File: config.mk
export PLATFORM = sky130hd
export DESIGN_NAME = codec_frame_mixer
export DESIGN_NICKNAME = d
export VERILOG_FILES = /design/src/rtl/codec_frame_mixer.sv
export SDC_FILE = /design/constraint.sdc
export NUM_CORES = 1
export LEC_CHECK = 0
export ABC_AREA = 1
export BUFFER_PORTS_ARGS = -buffer_cell sky130_fd_sc_hd__buf_2
export CAP_MARGIN = 40
export CORE_UTILIZATION = 56
export DETAILED_ROUTE_END_ITERATION = 8
export GPL_TIMING_DRIVEN = 0
export PLACE_DENSITY = 0.81
export RECOVER_POWER = 100
export SLEW_MARGIN = 5
export SYNTH_ARGS = -nofsm -noshare
export SYNTH_HDL_FRONTEND = slang
export SYNTH_SLANG_ARGS = --single-unit
File: constraint.sdc
create_clock -name clk -period 3.6 [get_ports clk]
set_input_delay 0 -clock clk [delete_from_list [all_inputs] [get_ports clk]]
set_output_delay 0 -clock clk [all_outputs]
set_load 0.01 [all_outputs]
File: src/rtl/codec_frame_mixer.sv
// Multi-channel attenuate/pan mixer feeding left-justified stereo words to the ADAU1761 codec.
// Optional MIXER_SOFT_MUTE_EN: mute halves the previous output each frame instead of zeroing it.
module codec_frame_mixer #(
    parameter int unsigned CHANNELS = 4,
    parameter int unsigned SAMPLE_W = 16,
    parameter int unsigned OUT_W    = 24,
    parameter int unsigned GAIN_W   = 3
) (
    input  logic                         clk,
    input  logic                         reset,
    input  logic                         new_frame,
    input  logic [CHANNELS*SAMPLE_W-1:0] samples_in,
    input  logic [CHANNELS-1:0]          sample_valid,
    input  logic [CHANNELS*GAIN_W-1:0]   gain,
    input  logic [CHANNELS-1:0]          pan,
    input  logic                         mute,
    input  logic                         clip_clear,
    output logic [OUT_W-1:0]             hphone_l,
    output logic [OUT_W-1:0]             hphone_r,
    output logic                         sample_req,
    output logic                         busy,
    output logic                         clip,
    output logic                         overrun
);

    localparam int unsigned AW  = SAMPLE_W + $clog2(CHANNELS) + 1;
    localparam int unsigned IW  = (CHANNELS > 1) ? $clog2(CHANNELS) : 1;
    localparam int unsigned PAD = OUT_W - SAMPLE_W;

    localparam logic signed [SAMPLE_W-1:0] SMAX_S = {1'b0, {(SAMPLE_W-1){1'b1}}};
    localparam logic signed [SAMPLE_W-1:0] SMIN_S = ~SMAX_S;
    localparam logic signed [AW-1:0]       SMAX   = AW'(SMAX_S);
    localparam logic signed [AW-1:0]       SMIN   = AW'(SMIN_S);

    typedef enum logic [1:0] {IDLE, ACCUM, SAT, OUT} state_t;

    state_t                     state, state_nx;
    logic [IW-1:0]              idx;
    logic signed [AW-1:0]       acc_l, acc_r;
    logic signed [SAMPLE_W-1:0] out_l, out_r;

    logic signed [SAMPLE_W-1:0] cur_sample;
    logic [GAIN_W-1:0]          cur_gain;
    logic signed [AW-1:0]       addend;
    logic                       last;
    logic signed [SAMPLE_W-1:0] sat_l, sat_r, mute_l, mute_r;
    logic                       ovf_l, ovf_r;

    // One step toward silence; -1 would otherwise stick under arithmetic shift.
    function automatic logic signed [SAMPLE_W-1:0] halve(input logic signed [SAMPLE_W-1:0] x);
        return (&x) ? '0 : (x >>> 1);
    endfunction

    // Current channel select, attenuation, and saturation of both sides
    always_comb begin
        cur_sample = samples_in[32'(idx)*SAMPLE_W +: SAMPLE_W];
        cur_gain   = gain[32'(idx)*GAIN_W +: GAIN_W];
        addend     = AW'(cur_sample) >>> cur_gain;
        last       = (idx == IW'(CHANNELS - 1));

        ovf_l = (acc_l > SMAX) || (acc_l < SMIN);
        ovf_r = (acc_r > SMAX) || (acc_r < SMIN);
        sat_l = (acc_l > SMAX) ? SMAX_S : ((acc_l < SMIN) ? SMIN_S : acc_l[SAMPLE_W-1:0]);
        sat_r = (acc_r > SMAX) ? SMAX_S : ((acc_r < SMIN) ? SMIN_S : acc_r[SAMPLE_W-1:0]);
`ifdef MIXER_SOFT_MUTE_EN
        mute_l = halve(out_l);
        mute_r = halve(out_r);
`else
        mute_l = '0;
        mute_r = '0;
`endif
    end

    always_ff @(posedge clk or negedge reset) begin
        if (!reset) state <= IDLE;
        else        state <= state_nx;
    end

    always_comb begin
        state_nx = state;
        case (state)
            IDLE:    if (new_frame) state_nx = ACCUM;
            ACCUM:   if (last) state_nx = SAT;
            SAT:     state_nx = OUT;
            OUT:     state_nx = IDLE;
            default: state_nx = IDLE;
        endcase
    end

    // Datapath: accumulate during the walk, register outputs on the SAT->OUT edge
    always_ff @(posedge clk or negedge reset) begin
        if (!reset) begin
            idx        <= '0;
            acc_l      <= '0;
            acc_r      <= '0;
            out_l      <= '0;
            out_r      <= '0;
            sample_req <= 1'b0;
            clip       <= 1'b0;
            overrun    <= 1'b0;
        end else begin
            sample_req <= 1'b0;
            case (state)
                IDLE: begin
                    if (new_frame) begin
                        acc_l <= '0;
                        acc_r <= '0;
                        idx   <= '0;
                    end
                end
                ACCUM: begin
                    if (sample_valid[idx]) begin
                        if (pan[idx]) acc_r <= acc_r + addend;
                        else          acc_l <= acc_l + addend;
                    end
                    if (!last) idx <= idx + IW'(1);
                end
                SAT: begin
                    sample_req <= 1'b1;
                    out_l      <= mute ? mute_l : sat_l;
                    out_r      <= mute ? mute_r : sat_r;
                end
                default: ;
            endcase

            if (clip_clear)                   clip <= 1'b0;
            else if (state == SAT && (ovf_l || ovf_r)) clip <= 1'b1;

            if (clip_clear)                       overrun <= 1'b0;
            else if (new_frame && state != IDLE) overrun <= 1'b1;
        end
    end

    assign hphone_l = OUT_W'($unsigned(out_l)) << PAD;
    assign hphone_r = OUT_W'($unsigned(out_r)) << PAD;
    assign busy     = (state != IDLE);

endmodule

======== Word level (Yosys, flattened, before mapping) ========
Index checks and enable logic that the tools add are counted.
operators by class
  mux-type cells .......................... 28
  magnitude comparators ................... 5
  reduce and logical (&&, ||, !) cells .... 14
  shift-type cells ........................ 3
  $add $sub $neg .......................... 3
  equality and inequality tests ........... 10
  $mul .................................... 1
operators with widths
  operator                number
  $mux W16                6
  $mux W19                5
  $pmux W19 S2            2
  $shiftx A64 B7 Y16      1
  $add A19 B19 Y19        2
  $gt A19 B16 Y1 const B  2
  $lt A19 B16 Y1 const B  2
  $sshr A16 B3 Y19        1
  $ne A2 B2 Y1 const B    6
  $shiftx A12 B5 Y3       1
  $mux W2                 4
  $pmux W2 S4             1
  $reduce_and A4 Y1       2
  $reduce_bool A2 Y1      4
  $mux W1                 7
  $eq A2 B2 Y1 const B    3
  $bmux W1 S2             2
  $mul A2 B2 Y4 const B   1
  $pmux W2 S2             1
  $logic_or A1 B1 Y1      3
  $lt A2 B3 Y1 const B    1
  $reduce_and A3 Y1       1
  $add A2 B1 Y2 const B   1
  $eq A2 B1 Y1 const B    1
  other kinds (3)         4
storage, ports and cells
  register bits ........................... 77

======== Logic depth before layout (Yosys ltp) ========
Gate-level depths: netlist of the first run.
  depth after elaboration ................. 7
  mapped depth ............................ 24

======== Worst setup path after synthesis of the first run ========
Ideal clock, no wire load.
  path type ............................... register -> register
  start ................................... register idx[0]
  end ..................................... register acc_r[16]
  arrival ................................. 2617 ps
  slack ................................... 866 ps
  stages on the path, launching flop included .. 20
  cell sequence ........................... dfrtp_1 -> buf_6 -> inv_4 -> buf_6 -> nand2_1 -> a32oi_2 -> inv_2 -> buf_6 -> nand3_1 -> nand2_1 -> ha_1 -> fa_1 -> nand3_1 -> nand3_1 -> nand2_1 -> nand2_1 -> nand2_1 -> nand3b_1 -> nand3_1 -> nand2_1
between the ends
  cells in the longest elaborated chain, start to end .. 7
  elaborated cells on any way between the ends .. 15
  those cells by class .................... add/sub: 1; mul: 1; eq/ne: 2; shift: 3; mux: 7; reduce/logical: 1
ends and longest elaborated chain
  element                 RTL line  source
  from (decl)             38        logic [IW-1:0] idx;
  from (signal assigned)  116       if (!last) idx <= idx + IW'(1);
  $mul A2 B2 Y4           57        cur_gain = gain[32'(idx)*GAIN_W +: GAIN_W];
  $shiftx A12 B5 Y3       57
  $sshr A16 B3 Y19        58        addend = AW'(cur_sample) >>> cur_gain;
  $add A19 B19 Y19        113       if (pan[idx]) acc_r <= acc_r + addend;
  $mux W19                113
  $mux W19                112       if (sample_valid[idx]) begin
  $pmux W19 S2            103       case (state)
  to (signal assigned)    113
  to (decl)               39        logic signed [AW-1:0] acc_l, acc_r;
Several ways; a longest one is shown, not always the timed one. The select of a mux whose other input is x is not followed.
A chain may end at the register's enable or synchronous reset.

======== Worst setup path after layout of the first run ========
  start ................................... register idx[1]
  end ..................................... register acc_l[18]
between the ends
  cells in the longest elaborated chain, start to end .. 7
  elaborated cells on any way between the ends .. 15
  those cells by class .................... add/sub: 1; mul: 1; eq/ne: 2; shift: 3; mux: 7; reduce/logical: 1
ends and longest elaborated chain
  element               RTL line  source
  $mul A2 B2 Y4         57
  $shiftx A12 B5 Y3     57
  $sshr A16 B3 Y19      58
  $add A19 B19 Y19      114       else acc_l <= acc_l + addend;
  $mux W19              113
  $mux W19              112
  $pmux W19 S2          103
  to (signal assigned)  114
  to (decl)             39
Several ways; a longest one is shown, not always the timed one. The select of a mux whose other input is x is not followed.

==> out/metrics.cfg, run 1 <==
[cts]
numCtsBuffers=9
clock_sinks=77
clock_latency_ns=0.35
clock_path_buffers=2
cts_root_buf=clkbuf_16
htreeDepth=3
clk_pin_slew_ns=0.07
cts_tree=done

[layout]
areaGrowthSynthToFinish_pct=18.2
diodes=0
final_common_cell=nand2_1
fillCellCount=1082
drive_gt1_share_pct=14.4
final_cell_mix=nand2_1, nand3_1, buf_2
postLayoutCellArea_mm2=0.00781
nets=1320

[hold_path]
hp-start=new_frame
min_path_cells=3
hold_class=in2reg
min_to=idx[0]

[power_and_ir_drop]
p_int_mw=3.59
power.density_mw_per_mm2=989
seqPwrFrac_pct=18.0
switching_power_mw=4.13
clkPwrFrac_pct=13.7
power_mw=7.72
swShare_pct=53.5
ir_drop_uv=623
power.static_leakage_nw=4.35
p_comb_share_pct=68.3

[synthesis]
netlist_instances=1030
synth.distinct_cells=35
synth-warning-count=0
ys_ff_latch=77
syn-cell-area_mm2=0.00661
yosysSeqAreaShare_pct=29.2
syn_area_per_cell_um2=6.41

[timing]
slew_viol_final=68
fin_skew_ns=0.0127
setup_tns_ns=0
slew_headroom_pct=-10.8
finalHoldViolations=0
max_slew.worst_pin.slew_ns=1.66
setup_viol=0
fin_crit_ns=3.41
fmax_mhz=293
period_share_pct=94.8
rsz0062_at_grt=false

[worst_setup_path]
cpMaxStageDelayCell=dfrtp_1
path_cells=buf_2 > nand3_1 > nand2_1 > clkinvlp_2 > clkbuf_1 > nand2_1 > o21ai_1 > nand2_1 > nand2_1 > ha_1 > nand2_1 > nor2_1 > nand3_1 > nand3_1 > nand2_1 > nand2_1 > nand2_1 > nand3_1 > nand2_1
r2r_cells=19
crit_buf_inv=3
max_stage_delay_ns=0.47
worst-r2r-setup-slack_ns=0.19
worstPathRequired_ns=3.84
rr_endpoint=acc_l[18]
criticalPathCategory=reg2reg
rr_startpoint=idx[1]
end_kind=register
startpoint_type=register
crit_top_cell=nand2_1
cp.arrival_ns=3.65
crit_path_max_fanout=10
crit_family=simple AND/OR/NAND/NOR gates

[detailed_routing]
wl_um=19200
vias=7200
ant_nets=0
initialDrtViolationCount=532
viasPerCell=5.39
firstDrtPassIters=6
drc_errors=0
wl_per_cell_um=14.4

[global_route]
overflow=0
grt_pass1_wl_um=31800
grtUsageTotal_pct=32.3
grt_pass1_vias=6767
antenna_found_initial=0
grt_max_degree=68

[placed_design]
portBuffers=124
placed_cell_area_mm2=0.00750
hpwlAfterDp_um=15100
globalplace.congestion=0.973

[flow_run]
cap_violations=1

[die]
die_w_um=111
core_mm2=0.0115
die_h_um=111
die_area_mm2=0.0122
num_rows=39
io_pins=141
initial_core_util_pct=57.6

[status]
violations=max-capacitance violations, max-slew violations
outcome=finished with violations

[registers in the layout (all words and copies together), names as in the netlist, 2 cells and up]
signal  flops
idx         2
out_r      16
acc_r      19
out_l      16
state       2
acc_l      19
[per-layer routing]
metal / vias to the layer above / part of all wire [%] / global-route usage [%]
met5: - / 0 / 0
met4: 0 / 2.5 / 9.24
met3: 39 / 5.4 / 5.49
met2: 221 / 48 / 55.2
met1: 3327 / 44 / 41.8
li1: 3613 / - / -
[repair_timing]
action                     4_1_cts  5_1_grt
buffers inserted                 0        3
hold endpoints to repair        79        0
hold buffers                     3        0
setup endpoints to repair        0        8
gates resized for setup          0        2
[kinds of logic (layout without fill, tap and decap cells)]
kind of cell	Yosys count	after routing	share of synthesized area, %
flops	77	77	29.2
other cells	1	16	0.0568
fa+ha+maj	43	43	8.37
xor+xnor	8	8	1.06
compound gates	136	136	11.8
simple gates	631	631	39.3
buf+inv	134	282	10.2
[area by class of cell]
| class | count | area (µm²) | share of cell area [%] |
|---|---|---|---|
| Clock buffer | 9 | 225 | 2.88 |
| Sequential cell | 77 | 1930 | 24.7 |
| Timing Repair Buffer | 132 | 633 | 8.11 |
| Multi-Input combinational cell | 834 | 4060 | 52.0 |
| Tap cell | 143 | 179 | 2.29 |
| Inverter | 86 | 327 | 4.18 |
| Buffer | 48 | 348 | 4.45 |
| Clock inverter | 7 | 111 | 1.43 |
[metrics by stage]
stage	worst slack, ns	utilization (%)	hold slack [ns]	std cells
after floorplan	0.866	-	-0.296	1045
after global placement	0.190	65.1	0.180	1312
after detailed placement	0.161	65.4	-0.148	1314
after CTS	0.124	68.6	0.0349	1333
after global routing	0.0102	68.1	0.0906	1336
final	0.186	68.1	0.0519	1336
[cell usage after synthesis]
cell type	number	area, µm²
a21o_1	4	30.0
a21oi_1	41	205
a21oi_4	1	16.3
a22o_1	11	96.3
a31oi_1	1	6.26
a32oi_2	1	16.3
buf_2	8	40.0
buf_4	26	195
buf_6	8	90.1
clkbuf_1	6	22.5
conb_1	1	3.75
dfrtp_1	77	1930
fa_1	2	40.0
ha_1	41	513
inv_1	76	285
inv_2	9	33.8
inv_4	1	6.26
nand2_1	419	1570
nand2_2	4	25.0
nand3_1	99	495
nand3_2	2	20.0
nand3b_1	10	75.1
nand4_1	1	6.26
nor2_1	81	304
nor2_2	2	12.5
nor2_4	3	33.8
nor3_1	8	40.0
o211ai_1	3	22.5
o21ai_0	51	255
o21ai_1	12	60.1
o22ai_1	8	50.1
o31ai_1	3	22.5
or2_2	2	12.5
xnor2_1	6	52.6
xor2_1	2	17.5
[power by group through the flow]
stage                     logic, mW  registers, mW  clock network [mW]
after global routing           5.92           1.43                1.09
after CTS                      5.24           1.39                1.06
after global placement         5.10           1.39                   0
final                          5.28           1.39                1.05
after floorplan                3.80           1.42                   0
after detailed placement       5.19           1.40                   0
[worst max path at each step]
stage                start   endpoint  cells after the start
finish              idx[1]  acc_l[18]                     19
global route        idx[1]  acc_l[15]                     18
CTS                 idx[1]  acc_l[18]                     18
detailed placement  idx[0]  acc_l[15]                     20
global placement    idx[1]  acc_l[18]                     17
floorplan           idx[0]  acc_r[16]                     19
[tightest hold or removal path: cells and delay by family]
family	cells	cell delay [ns]
AOI/OAI and AO/OA	1	0.10
and+or+nand+nor	1	0.15
buffers and inverters	1	0.11
Note: power is estimated with default switching activity, not from simulation.
==> inputs of run 2 (changes only) <==
--- a/config.mk
+++ b/config.mk
@@ -8,7 +8,9 @@
 export ABC_AREA = 1
 export BUFFER_PORTS_ARGS = -buffer_cell sky130_fd_sc_hd__buf_2
 export CAP_MARGIN = 40
-export CORE_UTILIZATION = 56
+export CELL_PAD_IN_SITES_DETAIL_PLACEMENT = 0
+export CELL_PAD_IN_SITES_GLOBAL_PLACEMENT = 1
+export CORE_UTILIZATION = 39
 export DETAILED_ROUTE_END_ITERATION = 8
 export GPL_TIMING_DRIVEN = 0
 export PLACE_DENSITY = 0.81
==> run 2 against run 1 <==
The run still ends with max-capacitance violations, max-slew violations left. Worst setup slack gained 0.11 ns. Clock-buffer cell count is 2 higher. Sequential power about the same. Register-to-register slack gained 0.11 ns. Global-route usage fell by 8.7 points. Critical endpoint is now acc_l[16].
==> out/metrics.cfg, run 2 (synthesis gave the netlist of run 1 again) <==
[layout]
fillCellCount=1839  ; +70%
final_common_cell=nand2_1
nets=1318  ; -0.15%
seqCellArea_mm2=0.00193  ; about the same
areaGrowthSynthToFinish_pct=19.2
final_core_util_pct=47.5  ; -21 points
diodes=0  ; unchanged
reg_top3=acc_l (19), acc_r (19)
final_cell_mix=nand2_1, nand3_1, buf_2
multi_input_comb_area_mm2=0.00407  ; +0.19%
drive_gt1_share_pct=14.9  ; +0.44 points

[worst_setup_path]
startpoint_type=register
criticalPathCategory=reg2reg
crit_path_max_fanout=10  ; unchanged
cp.arrival_ns=3.54  ; -0.11 ns
worstPathRequired_ns=3.84  ; about the same
end_kind=register

[power_and_ir_drop]
power.density_mw_per_mm2=968  ; -2.1%
ir_drop_uv=274  ; -56%
power.static_leakage_nw=4.32  ; -0.66%
power_mw=7.62  ; -1.3%

[detailed_routing]
drc_errors=0  ; unchanged
initialDrtViolationCount=387  ; -27%
ant_nets=0  ; unchanged
vias=6984  ; -3.0%
wl_per_cell_um=14.2  ; -1.4%
firstDrtPassIters=5  ; -1
wl_um=20000  ; +4.2%
viasPerCell=4.95  ; -8.2%

[timing]
period_share_pct=91.6  ; -3.2 points
rsz0062_at_grt=false
slew_headroom_pct=-33.8  ; -23 points
fmax_mhz=303  ; +3.5%
max_slew.worst_pin.slew_ns=2.01  ; +0.344 ns
fin_hold_ws_ns=0.0972  ; +0.0453 ns
finalHoldViolations=0  ; unchanged
setup_tns_ns=0  ; unchanged
setup_viol=0  ; unchanged
slew_viol_final=37  ; -46%
postLayoutSetupSlackWorst_ns=0.301  ; +0.114 ns
fin_skew_ns=0.0112  ; -0.00149 ns
fin_crit_ns=3.30  ; -0.114 ns

[cts]
numCtsBuffers=9  ; unchanged
clock_latency_ns=0.34  ; about the same
cts_root_buf=clkbuf_16
htreeDepth=3  ; unchanged
clk_pin_slew_ns=0.06  ; about the same
clock_sinks=77  ; unchanged
clock_path_buffers=2  ; unchanged
cts_tree=done

[die]
initial_core_util_pct=39.8  ; -18 points
die_w_um=132  ; +19%
io_pins=141  ; unchanged
num_rows=47  ; +21%
die_h_um=132  ; +19%
die_area_mm2=0.0175  ; +43%
core_mm2=0.0166  ; +45%

[status]
violations=max-capacitance violations, max-slew violations
outcome=finished with violations

[global_route]
overflow=0  ; unchanged
grt_max_degree=43  ; -37%
grtUsageTotal_pct=23.5  ; -8.7 points
antenna_found_initial=0  ; unchanged
grt_pass1_vias=6537  ; -3.4%
grt_pass1_wl_um=32400  ; +1.8%

[placed_design]
portBuffers=124  ; unchanged
hpwlAfterDp_um=16400  ; +8.3%
globalplace.congestion=0.930  ; -4.4%
post-place-ws_ns=0.00270  ; -0.158 ns

[flow_run]
cap_violations=1  ; unchanged

[hold_path]
hold_class=in2reg

-- run 2: worst paths after layout --
check	from	end	slack, ns	depth (start not counted)
min	mute	out_r[1]	0.1	3
max	idx[0]	acc_l[16]	0.30	19
max reg2reg	idx[0]	acc_l[16]	0.30	19
min in group asynchronous	reset	out_r[8]	0.76	2
max in group asynchronous	reset	idx[1]	0.83	3
min reg2reg	out_l[15]	out_l[15]	0.48	2
-- run 2: area by class of cell --
type / instances / share of cell area, %
plain buffers: 48 / 4.42
clock buffers: 11 / 3.08
clock inverters: 5 / 0.747
inverters: 86 / 4.18
multi-input cells: 834 / 51.7
flip-flops and latches: 77 / 24.5
well taps: 220 / 3.50
repair buffers: 130 / 7.90
-- run 2: what timing repair did --
action | 4_1_cts | 5_1_grt
hold buffers | 3 | 0
cloned | 0 | 0
endpoints found under the hold margin | 37 | 0
setup endpoints to repair | 1 | 14
gates resized for setup | 1 | 6
setup buffers | 1 | 0
-- run 2: per-stage QoR --
| step | std cells | cell area, µm² |
|---|---|---|
| after floorplan | 1045 | 6660 |
| after CTS | 1411 | 7930 |
| final | 1411 | 7870 |
| after global routing | 1411 | 7870 |
| after global placement | 1389 | 7560 |
| after detailed placement | 1391 | 7580 |
-- run 2: power breakdown --
part	switching [mW]	leakage (nW)	internal [mW]
Clock	0.372	0.142	0.557
Sequential	0.241	1.04	1.17
Combinational	3.49	3.13	1.79
-- run 2: per-layer routing --
metal / vias to the layer above / track usage (%) / wire [µm]
met4: 0 / 6.07 / 207
met1: 3196 / 31.2 / 9580
met3: 15 / 3.54 / 733
met5: - / 0 / 0
met2: 158 / 39.9 / 9490
li1: 3615 / - / -
-- run 2: critical path, cell delays in order (launching register included) --
cell,delay (ns)
dfrtp_1,0.43
buf_6,0.17
inv_4,0.08
buf_6,0.14
nand2_1,0.07
a32oi_2,0.35
inv_2,0.12
buf_6,0.16
nand3_1,0.08
nand2_1,0.11
ha_1,0.29
fa_2,0.41
nand3_1,0.10
nand3_1,0.13
nand2_1,0.10
nand2_1,0.12
nand2_1,0.12
nand3b_1,0.08
nand3_1,0.08
nand2_1,0.05
